### config.mk
export PLATFORM = sky130hd
export DESIGN_NAME = mux_select_sequencer
export DESIGN_NICKNAME = d
export VERILOG_FILES = /design/src/rtl/mux_select_sequencer_pkg.sv /design/src/rtl/mux_select_sequencer_settle_counter.sv /design/src/rtl/mux_select_sequencer.sv
export SDC_FILE = /design/constraint.sdc
export NUM_CORES = 1
export LEC_CHECK = 0
export ABC_AREA = 1
export BUFFER_PORTS_ARGS = -buffer_cell sky130_fd_sc_hd__buf_2
export CAP_MARGIN = 0
export CELL_PAD_IN_SITES_DETAIL_PLACEMENT = 2
export CELL_PAD_IN_SITES_GLOBAL_PLACEMENT = 2
export CORE_ASPECT_RATIO = 1.75
export CORE_MARGIN = 5
export CORE_UTILIZATION = 30
export CTS_CLUSTER_DIAMETER = 60
export CTS_CLUSTER_SIZE = 16
export DETAILED_ROUTE_END_ITERATION = 8
export HOLD_SLACK_MARGIN = 0.15
export PLACE_DENSITY_LB_ADDON = 0.1
export SLEW_MARGIN = 30
export SYNTH_ARGS = -nofsm -noshare
export SYNTH_HDL_FRONTEND = slang
export SYNTH_SLANG_ARGS = --single-unit
export TNS_END_PERCENT = 50
### constraint.sdc
create_clock -name clk -period 1.7 [get_ports clk]
set_input_delay 0.34 -clock clk [delete_from_list [all_inputs] [get_ports clk]]
set_output_delay 0.34 -clock clk [all_outputs]
set_load 0.05 [all_outputs]
### src/rtl/mux_select_sequencer_pkg.sv
// rtl/mux_select_sequencer_pkg.sv - shared state encodings, address limits and settle range check for the mux sequencer
// Optional feature macro used by this slice: MUX_SELFCHECK_EN

`ifndef MUX_SEQ_DEFS_DONE
`define MUX_SEQ_DEFS_DONE
// True when a settle count is inside the supported 1..15 window
`define MUX_SEQ_SETTLE_RANGE_OK(s) (((s) >= mux_select_sequencer_pkg::SETTLE_MIN) && ((s) <= mux_select_sequencer_pkg::SETTLE_MAX))
`endif

package mux_select_sequencer_pkg;

   // Mux select address, address1 in the MSB
   typedef logic [1:0] addr_t;

   // Sequencer state encodings
   localparam logic [1:0] ST_IDLE   = 2'd0;
   localparam logic [1:0] ST_SETTLE = 2'd1;
   localparam logic [1:0] ST_SAMPLE = 2'd2;

   // Final mux leg of a word
   localparam addr_t ADDR_LAST = 2'b11;

   // Supported settle window
   localparam int SETTLE_MIN = 1;
   localparam int SETTLE_MAX = 15;

endpackage

### src/rtl/mux_select_sequencer_settle_counter.sv
// rtl/mux_select_sequencer_settle_counter.sv - settle counter with clear, enable and terminal count

module settle_counter #(
   parameter int SETTLE_CYCLES = 2,
   parameter int CNT_W         = 4
) (
   input  logic clk,
   input  logic reset,
   input  logic clear,
   input  logic enable,
   output logic done
);

   logic [CNT_W-1:0] cnt;

   // Counter must be able to represent the terminal value
   generate
      if ((SETTLE_CYCLES - 1) >= (1 << CNT_W)) begin : g_width_check
         $error("settle_counter: CNT_W too narrow for SETTLE_CYCLES-1");
      end
   endgenerate

   // Clear wins over enable so a new address always starts from zero
   always_ff @(posedge clk) begin
      if (reset) begin
         cnt <= '0;
      end else if (clear) begin
         cnt <= '0;
      end else if (enable) begin
         cnt <= cnt + CNT_W'(1);
      end
   end

   // Terminal count marks the last settle cycle of the current address
   assign done = (cnt == CNT_W'(SETTLE_CYCLES - 1));

endmodule

### src/rtl/mux_select_sequencer.sv
// rtl/mux_select_sequencer.sv - serializes a 4-bit word through an external 4:1 mux (optional MUX_SELFCHECK_EN)

module mux_select_sequencer
   import mux_select_sequencer_pkg::*;
#(
   parameter int SETTLE_CYCLES = 2,
   parameter int CNT_W         = 4
) (
   input  logic       clk,
   input  logic       reset,
   input  logic       load_valid,
   output logic       load_ready,
   input  logic [3:0] load_data,
   output logic       address0,
   output logic       address1,
   output logic       in0,
   output logic       in1,
   output logic       in2,
   output logic       in3,
   input  logic       mux_out,
   output logic       bit_out,
   output logic       bit_valid,
   output logic       bit_last,
`ifdef MUX_SELFCHECK_EN
   output logic       mismatch,
`endif
   output logic       busy
);

   logic [1:0] state;
   addr_t      addr;
   logic [3:0] in_q;
   logic       cnt_clear;
   logic       cnt_enable;
   logic       cnt_done;

   // Reject settle counts outside the supported window at elaboration
   generate
      if (!`MUX_SEQ_SETTLE_RANGE_OK(SETTLE_CYCLES)) begin : g_settle_check
         $error("mux_select_sequencer: SETTLE_CYCLES must be in 1..15");
      end
   endgenerate

   // Counter restarts on every accept and every sample; it only runs while settling
   assign cnt_clear  = (state != ST_SETTLE);
   assign cnt_enable = (state == ST_SETTLE) && !cnt_done;

   settle_counter #(
      .SETTLE_CYCLES(SETTLE_CYCLES),
      .CNT_W        (CNT_W)
   ) u_settle_counter (
      .clk   (clk),
      .reset (reset),
      .clear (cnt_clear),
      .enable(cnt_enable),
      .done  (cnt_done)
   );

   // State sequencing: accept, settle each address, sample, repeat for four legs
   always_ff @(posedge clk) begin
      if (reset) begin
         state <= ST_IDLE;
      end else begin
         case (state)
            ST_IDLE: begin
               if (load_valid) begin
                  state <= ST_SETTLE;
               end
            end
            ST_SETTLE: begin
               if (cnt_done) begin
                  state <= ST_SAMPLE;
               end
            end
            ST_SAMPLE: begin
               if (addr == ADDR_LAST) begin
                  state <= ST_IDLE;
               end else begin
                  state <= ST_SETTLE;
               end
            end
            default: begin
               state <= ST_IDLE;
            end
         endcase
      end
   end

   // Held data lines and select address; address moves only on accept and sample edges
   always_ff @(posedge clk) begin
      if (reset) begin
         in_q <= 4'b0000;
         addr <= 2'b00;
      end else if ((state == ST_IDLE) && load_valid) begin
         in_q <= load_data;
         addr <= 2'b00;
      end else if ((state == ST_SAMPLE) && (addr != ADDR_LAST)) begin
         addr <= addr + 2'd1;
      end
   end

   // Sampled bit and its one-cycle qualifiers; mux_out is captured as-is, X/Z included
   always_ff @(posedge clk) begin
      if (reset) begin
         bit_out   <= 1'b0;
         bit_valid <= 1'b0;
         bit_last  <= 1'b0;
      end else if (state == ST_SAMPLE) begin
         bit_out   <= mux_out;
         bit_valid <= 1'b1;
         bit_last  <= (addr == ADDR_LAST);
      end else begin
         bit_valid <= 1'b0;
         bit_last  <= 1'b0;
      end
   end

`ifdef MUX_SELFCHECK_EN
   // Sticky flag when the returned mux value differs from the selected held line
   always_ff @(posedge clk) begin
      if (reset) begin
         mismatch <= 1'b0;
      end else if ((state == ST_SAMPLE) && (mux_out !== in_q[addr])) begin
         mismatch <= 1'b1;
      end
   end
`endif

   assign load_ready = (state == ST_IDLE);
   assign busy       = (state == ST_SETTLE) || (state == ST_SAMPLE);

   assign address0 = addr[0];
   assign address1 = addr[1];
   assign in0      = in_q[0];
   assign in1      = in_q[1];
   assign in2      = in_q[2];
   assign in3      = in_q[3];

endmodule

After elaboration in Yosys (flattened, before gate mapping):

Index checks and enable logic that the tools add are counted.
W data, S select, Z words.

* shift-type cells: 0
* magnitude comparators: 0
* reduce and logical (&&, ||, !) cells: 10
* mux-type cells: 5
* multipliers: 0
* div/mod/pow operators: 0
* bitwise logic cells: 1
* add/subtract/negate cells: 2
* equality and inequality tests: 8

Operators by type and width (number)
* $ne A2 B2 Y1 const B: 3
* $pmux W2 S3: 1
* $reduce_or A2 Y1: 3
* $add A4 B1 Y4 const B: 1
* $eq A2 B2 Y1 const B: 2
* $eq A4 B1 Y1 const B: 1
* $mux W2: 2
* $logic_and A1 B1 Y1: 3
* $add A2 B1 Y2 const B: 1
* $eq A2 B1 Y1 const B: 1
* $logic_not A2 Y1: 1
* $mux W1: 2
* $ne A2 B1 Y1 const B: 1
* $reduce_and A2 Y1: 1
* $logic_not A1 Y1: 1
* $logic_or A1 B1 Y1: 1
* $not A1 Y1: 1

* output and inout bits: 11
* memories: 0
* memory bits (writable): 0
* memory bits (read-only): 0
* register bits after elaboration: 15
* logic and storage cells: 33
* bits in latches: 0
* input bits: 8

Logic depth before layout (Yosys ltp):

Gate-level depths: netlist of the first run.

* word-level depth: 3
* depth in mapped cells: 8

Cells and area by module:

Synthesis of the first run repeated with hierarchy kept, for this count alone.

* cell total of the unflattened synthesis: 91
* area total of the unflattened synthesis: 698.2 µm²

Modules (own cells, without submodules)
* mux_select_sequencer: seq. area each 220.2 µm², area each 511.7 µm², cells each 67, instances 1
* settle_counter: seq. area each 80.1 µm², area each 186.4 µm², cells each 24, instances 1

Worst setup path after synthesis of the first run:

No wires, ideal clock.

* path kind: reg2reg
* from: register state[0]
* to: register state[0]
* cell stages (with the launch flop): 9
* arrival time: 1.452 ns
* path slack: 0.135 ns
* library setup time: 0.114 ns
* clock period less this slack: 1.565 ns
* cell sequence: dfxtp_1 inv_1 ha_1 inv_1 or2_4 nand2_2 nand2_1 nand2_1 nor2_2

* longest elaborated chain between the ends: 3
* elaborated cells on any way between the ends: 7

RTL lines
* start: declaration: RTL line mux_select_sequencer.sv:30 `logic [1:0] state;`
* start signal: assignment: RTL line mux_select_sequencer.sv:62 `state <= ST_IDLE;`
* start signal: assignment: RTL line mux_select_sequencer.sv:67 `state <= ST_SETTLE;`
* start signal: assignment: RTL line mux_select_sequencer.sv:72 `state <= ST_SAMPLE;`
* $logic_not A2 Y1 (*)
* via load_ready: RTL line mux_select_sequencer.sv:12 `output logic load_ready,`
* $ne A2 B2 Y1 (no source line)
* $reduce_and A2 Y1 (no source line)

The timed path passes the listed nets; every way through them passes the cells marked *.
A chain may end at the register's enable or synchronous reset.

Final worst setup path of the first run:

* from: register state[0]
* to: output port busy

* longest elaborated chain between the ends: 2
* elaborated cells on any way between the ends: 3

RTL lines
* $eq A2 B1 Y1 or $eq A2 B2 Y1 (tied branches): RTL line mux_select_sequencer.sv:130 `assign busy = (state == ST_SETTLE) || (state == ST_SAMPLE);`
* $logic_or A1 B1 Y1 (*): RTL line mux_select_sequencer.sv:130
* end: declaration: RTL line mux_select_sequencer.sv:27 `output logic busy`

Every way passes the cells marked *; elsewhere a longest branch is shown, timed or not.

==> flow_summary.ini, run 1 <==
[worst_setup_path]
critPathBufInv = 2
path_class = flip-flop to output port
r2r_slack_ns = 0.36
cp_top_family = flip-flops
max_stage_delay_ns = 0.40
worstPathArrival_ns = 1.26
cp.required_ns = 1.36
crit_slowest_cell = dfxtp_1
endpoint_kind = output port
start_kind = flip-flop
cp_cell_sequence = inv_1 -> ha_1 -> clkbuf_4
worstPathMaxFanout = 4

[floorplan]
core_area_mm2 = 0.00227
num_rows = 23
initial_core_util_pct = 31.0
die_w_um = 46.6
die_h_um = 74.1
dieArea_mm2 = 0.00346
num_io_pins = 19

[sta]
drv_slew = 0
slew_headroom_pct = 82.7
fin_tns_setup_ns = 0
tightest_slew_ns = 0.260
period_share_pct = 94.0
layout_min_cycle_time_ns = 1.60
final_hold_viol_count = 0
fmax_mhz = 625
finalClockSkew_ns = 0.00363
setup_violations = 0
rsz0062_at_grt = no

[power_and_ir_drop]
peakVddDrop_mv = 0.887
leakagePower_uw = 0.000427
powerDensity_mw_per_mm2 = 1890

[placed_design]
post-place-cells = 129
numPortBuffers = 18
place_congestion = 0.703
hpwlAfterDp_um = 1560

[final_layout]
fin_util_pct = 38.5
layout-drive-gt1-share_pct = 28.7
instances_no_fill = 133
area_growth_pct = 24.2
final_net_count = 125
fill_cells = 277
diodes = 0

[synthesis]
synth.cell_area_um2 = 704
seq_area_frac_synth_pct = 42.6
synth.avg_cell_area_um2 = 8.19
yosys.area.top_type = dfxtp_1
synth-edff-count = 0
synth_cells = 86
yosysWarningCount = 0
ys_ff_latch = 15
synth.distinct_cells = 20
ys_async_sr_fraction_pct = 0
yosys_most_used_dff = dfxtp_1
synth_top_area_share_pct = 42.6
synthTopCellsByCount = dfxtp_1, nor2_1, inv_1
synth_top_cells_by_area = dfxtp_1, ha_1, nor2_1
synth_fp_nets = 102

[global_routing]
grt_pass1_wl_um = 3290
grt_use_total_pct = 13.5
grt_pass1_vias = 745
grt_max_degree = 10
grt-ovfl-total = 0
antenna_found_initial = 0

[cts]
cts_made_buffers = 3
cts_sinks = 15
cts_max_path_buffers = 2
clk_pin_slew_ns = 0.07
cts_setup_buffers = 0
cts_tree = done
ctsHtreeMaxLevel = 1
cts-root-buf = clkbuf_8
clk_latency_ns = 0.25

[routing]
dr.pass1.iters = 4
drt_iter0_drc = 5
drc = 0
wl_per_cell_um = 14.5
via_per_inst = 4.92
ant_nets = 0
num_vias = 654
wl_um = 1930

[run]
max_cap_violations = 0

[run_status]
status = completed

[worst_hold_path]
hold_path_class = input port to flip-flop
per-layer routing:
| layer | vias up | track usage (%) | part of all wire [%] | wire length, µm |
|---|---|---|---|---|
| li1 | 313 | - | - | - |
| met1 | 325 | 10.5 | 35 | 670 |
| met2 | 14 | 28.4 | 61 | 1170 |
| met3 | 2 | 3.15 | 3.4 | 65 |
| met4 | 0 | 5.54 | 1.2 | 24 |
| met5 | - | 0 | 0 | 0 |
registers in the layout, summed over array words and instances, names as in the netlist:
register and cells:
bit_out 1, in_q 4, u_settle_counter.cnt 4, addr 2
bit_last 1, bit_valid 1, state 2
path summary, 6_finish.rpt:
kind	start	end	cells after the start
max	state[0]$_SDFFE_PP0P_	busy	3
min	mux_out	bit_out$_SDFFE_PP0P_	3
max reg2reg	state[0]$_SDFFE_PP0P_	state[0]$_SDFFE_PP0P_	8
min reg2reg	u_settle_counter.cnt[3]$_SDFFE_PP0P_	u_settle_counter.cnt[3]$_SDFFE_PP0P_	2
layout by cell type (no fill, tap or decap), types with 2 or more instances in the layout:
master / instances
inv_1: 10
o21a_1: 2
clkbuf_8: 3
a21oi_1: 7
nand2_2: 2
nor2_1: 15
inv_2: 2
nor2_2: 2
buf_2: 17
nand2_1: 9
dfxtp_1: 15
ha_1: 8
o21ai_0: 5
repair_timing:
action,4_1_cts,5_1_grt
hold buffers,0,0
endpoints found under the setup margin,0,1
gates resized for setup,0,1
worst reg2reg max path, delay by kind of cell (launching register included):
family / cells / cell delay, ns
AND/OR/NAND/NOR: 5 / 0.49
flip-flops: 1 / 0.35
buffers and inverters: 2 / 0.20
adder cells (fa/ha/maj): 1 / 0.20
stage by stage:
stage                     area (µm²)  power (µW)  hold WS (ns)  setup slack (ns)
after floorplan                  704        1160         0.412             0.135
after global placement           826        1320         0.463             0.392
after detailed placement         826        1360         0.483             0.346
after CTS                        872        1680         0.327            0.0554
after global routing             875        1780         0.328            0.0207
final                            875        1650         0.325             0.101
power breakdown:
group / internal, µW / leakage (µW) / switching (µW)
Clock: 162 / 0.0000255 / 134
Sequential: 430 / 0.000123 / 59.7
Combinational: 238 / 0.000279 / 631
cell type report:
| type | count | area [µm²] | share of cell area [%] |
|---|---|---|---|
| multi-input combinational | 59 | 359 | 41.1 |
| sequential | 15 | 300 | 34.3 |
| timing repair buffer | 18 | 92.6 | 10.6 |
| inverter | 12 | 45.0 | 5.15 |
| clock buffer | 3 | 41.3 | 4.72 |
| tap | 25 | 31.3 | 3.58 |
| clock inverter | 1 | 5.00 | 0.572 |
logic make-up after synthesis:
family                   share of synthesized area, %
AO/OA/AOI/OAI                                    11.4
AND/OR/NAND/NOR                                  24.2
XOR/XNOR                                         1.24
adder cells (fa/ha/maj)                          14.2
flip-flops                                       42.6
buffers and inverters                            6.40
Power figures use the tool's default switching activity.
==> run 2, diff against run 1 <==
- CELL_PAD_IN_SITES_DETAIL_PLACEMENT: 2 -> 1
==> run 2 against run 1 <==
Register-to-register slack better by 0.05 ns. First-iteration DRC count is 40% lower. Utilization is 0.11 points lower. Flip-flop and latch count stayed put. Worst hold slack worse by 0.0034 ns. Worst setup slack better by 0.0038 ns. Power is 3.1% lower. Critical endpoint unchanged. Clock-buffer cell count stayed put. Routed wire length is 16% lower. Largest power group unchanged. Final cell count stayed put.
==> flow_summary.ini, run 2 (same netlist as run 1, synthesis figures left out) <==
[global_routing]
grt-ovfl-total = 0
grt_pass1_wl_um = 3010
grt_max_degree = 10
grt_use_total_pct = 12.2
grt_pass1_vias = 727
antenna_found_initial = 0

[routing]
drt_iter0_drc = 3
drc = 0
wl_per_cell_um = 12.2
dr.pass1.iters = 4
num_vias = 607
ant_nets = 0
via_per_inst = 4.56
wl_um = 1620

[worst_setup_path]
cp.required_ns = 1.36
worstPathArrival_ns = 1.25
cp-startpoint = state[0]$_SDFFE_PP0P_
max_stage_delay_ns = 0.39
crit_slowest_cell = dfxtp_1
cp_cell_sequence = inv_1 -> ha_1 -> buf_2
reg2reg_depth = 8
start_kind = flip-flop
critPathBufInv = 2
endpoint_kind = output port
r2r_end = state[0]$_SDFFE_PP0P_
worstPathMaxFanout = 4
cp-endpoint = busy
path_class = flip-flop to output port
r2r_start = state[0]$_SDFFE_PP0P_
r2r_slack_ns = 0.41
cp_top_family = flip-flops
cp.depth = 3

[cts]
cts_made_buffers = 3
clk_pin_slew_ns = 0.07
cts_sinks = 15
clk_latency_ns = 0.25
cts_setup_buffers = 0
cts-root-buf = clkbuf_8
ctsHtreeMaxLevel = 1
cts_tree = done
cts_max_path_buffers = 2
ctsResizeCount = 0
cts_hold_buf = 0

[sta]
fin_tns_setup_ns = 0
setup_violations = 0
layout_min_cycle_time_ns = 1.59
slew_headroom_pct = 83.0
rsz0062_at_grt = no
drv_slew = 0
tightest_slew_ns = 0.256
holdWs_ns = 0.322
fmax_mhz = 627
final_hold_viol_count = 0
finalClockSkew_ns = 0.00638
period_share_pct = 93.8

[final_layout]
area_growth_pct = 23.8
layout-drive-gt1-share_pct = 28.7
instances_no_fill = 133
final_cell_mix = buf_2, nor2_1, dfxtp_1
layout_commonest_cell = buf_2
diodes = 0
final_net_count = 125
top_regs = in_q: 4 flops, u_settle_counter.cnt: 4 flops

[power_and_ir_drop]
internal_power_uw = 818
powerDensity_mw_per_mm2 = 1840
p_seq_share_pct = 30.3
p_sw_share_pct = 49.0
p_sw_uw = 785
comb_power_share_pct = 51.8
clock_power_share_pct = 18.0
peakVddDrop_mv = 0.852
leakagePower_uw = 0.000427

[floorplan]
dieArea_mm2 = 0.00346
num_io_pins = 19
die_w_um = 46.6
die_h_um = 74.1
core_area_mm2 = 0.00227
initial_core_util_pct = 31.0
num_rows = 23

[worst_hold_path]
hold_path_class = input port to flip-flop

[placed_design]
place_congestion = 0.703
numPortBuffers = 18
hpwlAfterDp_um = 1380
post-place-cells = 129

[run]
max_cap_violations = 0

[run_status]
status = completed
## run 2: worst min path at each step
stage,to,from,cells past startpoint
global placement,in_q[0]$_SDFFE_PP0P_,in_q[0]$_SDFFE_PP0P_,2
CTS,bit_valid$_SDFF_PP0_,reset,2
global route,bit_valid$_SDFF_PP0_,reset,2
floorplan,bit_valid$_SDFF_PP0_,reset,1
detailed placement,in_q[0]$_SDFFE_PP0P_,in_q[0]$_SDFFE_PP0P_,2
finish,bit_valid$_SDFF_PP0_,reset,2
## run 2: power groups by stage
stage | combinational (µW) | sequential [µW] | clock (µW)
2_1_floorplan | 507 | 655 | 0
3_3_place_gp | 833 | 491 | 0
3_5_place_dp | 846 | 495 | 0
4_1_cts | 852 | 487 | 301
5_1_grt | 922 | 500 | 322
6_report | 830 | 485 | 288
## run 2: area by class of cell
| type | instances | area (µm²) |
|---|---|---|
| fillers | 283 | 1400 |
| multi-input cells | 59 | 359 |
| flip-flops and latches | 15 | 300 |
| repair buffers | 18 | 90.1 |
| inverters | 12 | 45.0 |
| clock buffers | 3 | 41.3 |
| well taps | 25 | 31.3 |
| clock inverters | 1 | 5.00 |
## run 2: through the flow
stage / cell area, µm² / setup WS [ns] / util, % / power [µW]
after global placement: 826 / 0.392 / 36.3 / 1320
final: 872 / 0.105 / 38.4 / 1600
after detailed placement: 826 / 0.357 / 36.3 / 1340
after floorplan: 704 / 0.135 / - / 1160
after CTS: 872 / 0.0877 / 38.4 / 1640
after global routing: 872 / 0.00885 / 38.4 / 1740
## run 2: metal layers
layer,track usage [%],vias to the layer above,part of all wire (%)
met5,0,-,0
met4,5.54,0,1.2
met3,3.15,2,3.8
met2,24.1,12,59
met1,10.4,279,36
li1,-,314,-
==> run 3, diff against run 2 <==
- CORE_ASPECT_RATIO: 1.75 -> 1.25
==> run 3 against run 2 <==
Sequential share of layout area increased by 0.50 points. Power is 5.8% lower. Sequential power barely moved. Combinational power down 0.6%. Via count decreased by 4.0%. Non-clock buffer count is the same. Clock skew shrank 0.0045 ns. Fmax decreased by 2.6%. Routed wire length fell by 7.7%. Cell area fell by 1.4%. Critical endpoint unchanged. Highest routed layer unchanged.
==> flow_summary.ini, run 3 (same netlist as run 1, synthesis figures left out) <==
[worst_hold_path]
holdPathStages = 3
min_from = mux_out
hold_path_end = bit_out$_SDFFE_PP0P_
hold_path_class = input port to flip-flop

[power_and_ir_drop]
leakagePower_uw = 0.000416
power_uw = 1510
powerDensity_mw_per_mm2 = 1760
peakVddDrop_mv = 1.03

[floorplan]
num_io_pins = 19
initial_core_util_pct = 31.5
dieArea_mm2 = 0.00342
num_rows = 19
die_h_um = 64.2
die_w_um = 53.3
core_area_mm2 = 0.00223

[global_routing]
use_met2_pct = 16.3
grt_pass1_wl_um = 2650
grt_most_used_layer = met2
grt-ovfl-total = 0
grt_max_degree = 9
grt_use_total_pct = 10.4
use_met1_pct = 12.7
grt_pass1_vias = 606
use_met3_pct = 2.09
antenna_found_initial = 0

[final_layout]
area_growth_pct = 22.0
layout-drive-gt1-share_pct = 27.8
fill_cells = 306
layout_commonest_cell = buf_2
instances_no_fill = 139
final_net_count = 125
diodes = 0
final_cell_mix = buf_2, nor2_1, dfxtp_1
top_regs = in_q: 4 flops, u_settle_counter.cnt: 4 flops

[worst_setup_path]
r2r_end = state[0]$_SDFFE_PP0P_
start_kind = flip-flop
r2r_start = state[0]$_SDFFE_PP0P_
cp_cell_sequence = inv_1 -> ha_1 -> buf_2
cp.depth = 3
worstPathMaxFanout = 4
reg2reg_depth = 8
cp.required_ns = 1.36
endpoint_kind = output port
max_stage_delay_ns = 0.40
path_class = flip-flop to output port
r2r_slack_ns = 0.37
cp_top_family = flip-flops
worstPathArrival_ns = 1.30
crit_slowest_cell = dfxtp_1
critPathBufInv = 2

[placed_design]
numPortBuffers = 18
hpwlAfterDp_um = 1200
place_congestion = 0.662
post-place-cells = 135

[sta]
tightest_slew_ns = 0.247
slew_headroom_pct = 83.5
period_share_pct = 96.4
fin_tns_setup_ns = 0
finalClockSkew_ns = 0.00184
setup_violations = 0
layout_min_cycle_time_ns = 1.64
rsz0062_at_grt = no
fmax_mhz = 610
drv_slew = 0
final_hold_viol_count = 0

[cts]
clk_pin_slew_ns = 0.09
ctsHtreeMaxLevel = 1
cts_hold_buf = 0
cts_max_path_buffers = 2
cts-root-buf = clkbuf_4
ctsResizeCount = 0
cts_sinks = 15
cts_made_buffers = 3
clk_latency_ns = 0.28
cts_setup_buffers = 0
cts_tree = done

[routing]
wl_per_cell_um = 10.8
via_per_inst = 4.19
ant_nets = 0
wl_um = 1500
dr.pass1.iters = 2
drt_iter0_drc = 12
drc = 0
num_vias = 583

[run]
max_cap_violations = 0

[run_status]
status = completed
==> run 3: final cells by class <==
type                    instances  area, µm²  area share, %
flip-flops and latches         15        300           34.9
clock buffers                   4       26.3           3.06
multi-input cells              59        359           41.8
repair buffers                 18       90.1           10.5
well taps                      31       38.8           4.51
inverters                      12       45.0           5.24
==> run 3: metal layers <==
metal | up-vias | wire [µm]
met2 | 5 | 761
li1 | 317 | -
met1 | 259 | 683
met5 | - | 0
met3 | 2 | 31
met4 | 0 | 19
==> run 3: worst max-delay path by stage <==
stage	startpoint	endpoint	slack (ns)
after floorplan	state[0]$_SDFFE_PP0P_	state[0]$_SDFFE_PP0P_	0.13
after global placement	state[1]$_SDFFE_PP0P_	busy	0.40
after detailed placement	state[0]$_SDFFE_PP0P_	busy	0.36
after CTS	state[0]$_SDFFE_PP0P_	busy	0.04
after global routing	state[0]$_SDFFE_PP0P_	busy	0.003
final	state[0]$_SDFFE_PP0P_	busy	0.06
==> run 3: stage by stage <==
stage          instance area (µm²)  hold WS, ns  util, %  setup WS, ns
6_report                       860        0.288     38.5        0.0619
5_1_grt                        860        0.296     38.5       0.00330
4_1_cts                        860        0.280     38.5        0.0420
3_5_place_dp                   833        0.475     37.3         0.363
3_3_place_gp                   833        0.460     37.3         0.398
2_1_floorplan                  704        0.412        -         0.135
==> run 3: worst reg2reg max path, delay by kind of cell, from the launching register on <==
family	cells	cell delay, ns
buffers and inverters	2	0.18
adders and majority gates	1	0.22
DFF	1	0.35
and+or+nand+nor	5	0.49
==> run 3: report_power, final <==
part	leakage [µW]	internal, µW	total [µW]	switching [µW]
Clock	0.0000150	90.9	201	110
Combinational	0.000279	225	825	600
Sequential	0.000123	429	484	54.8
Total	0.000416	745	1510	764
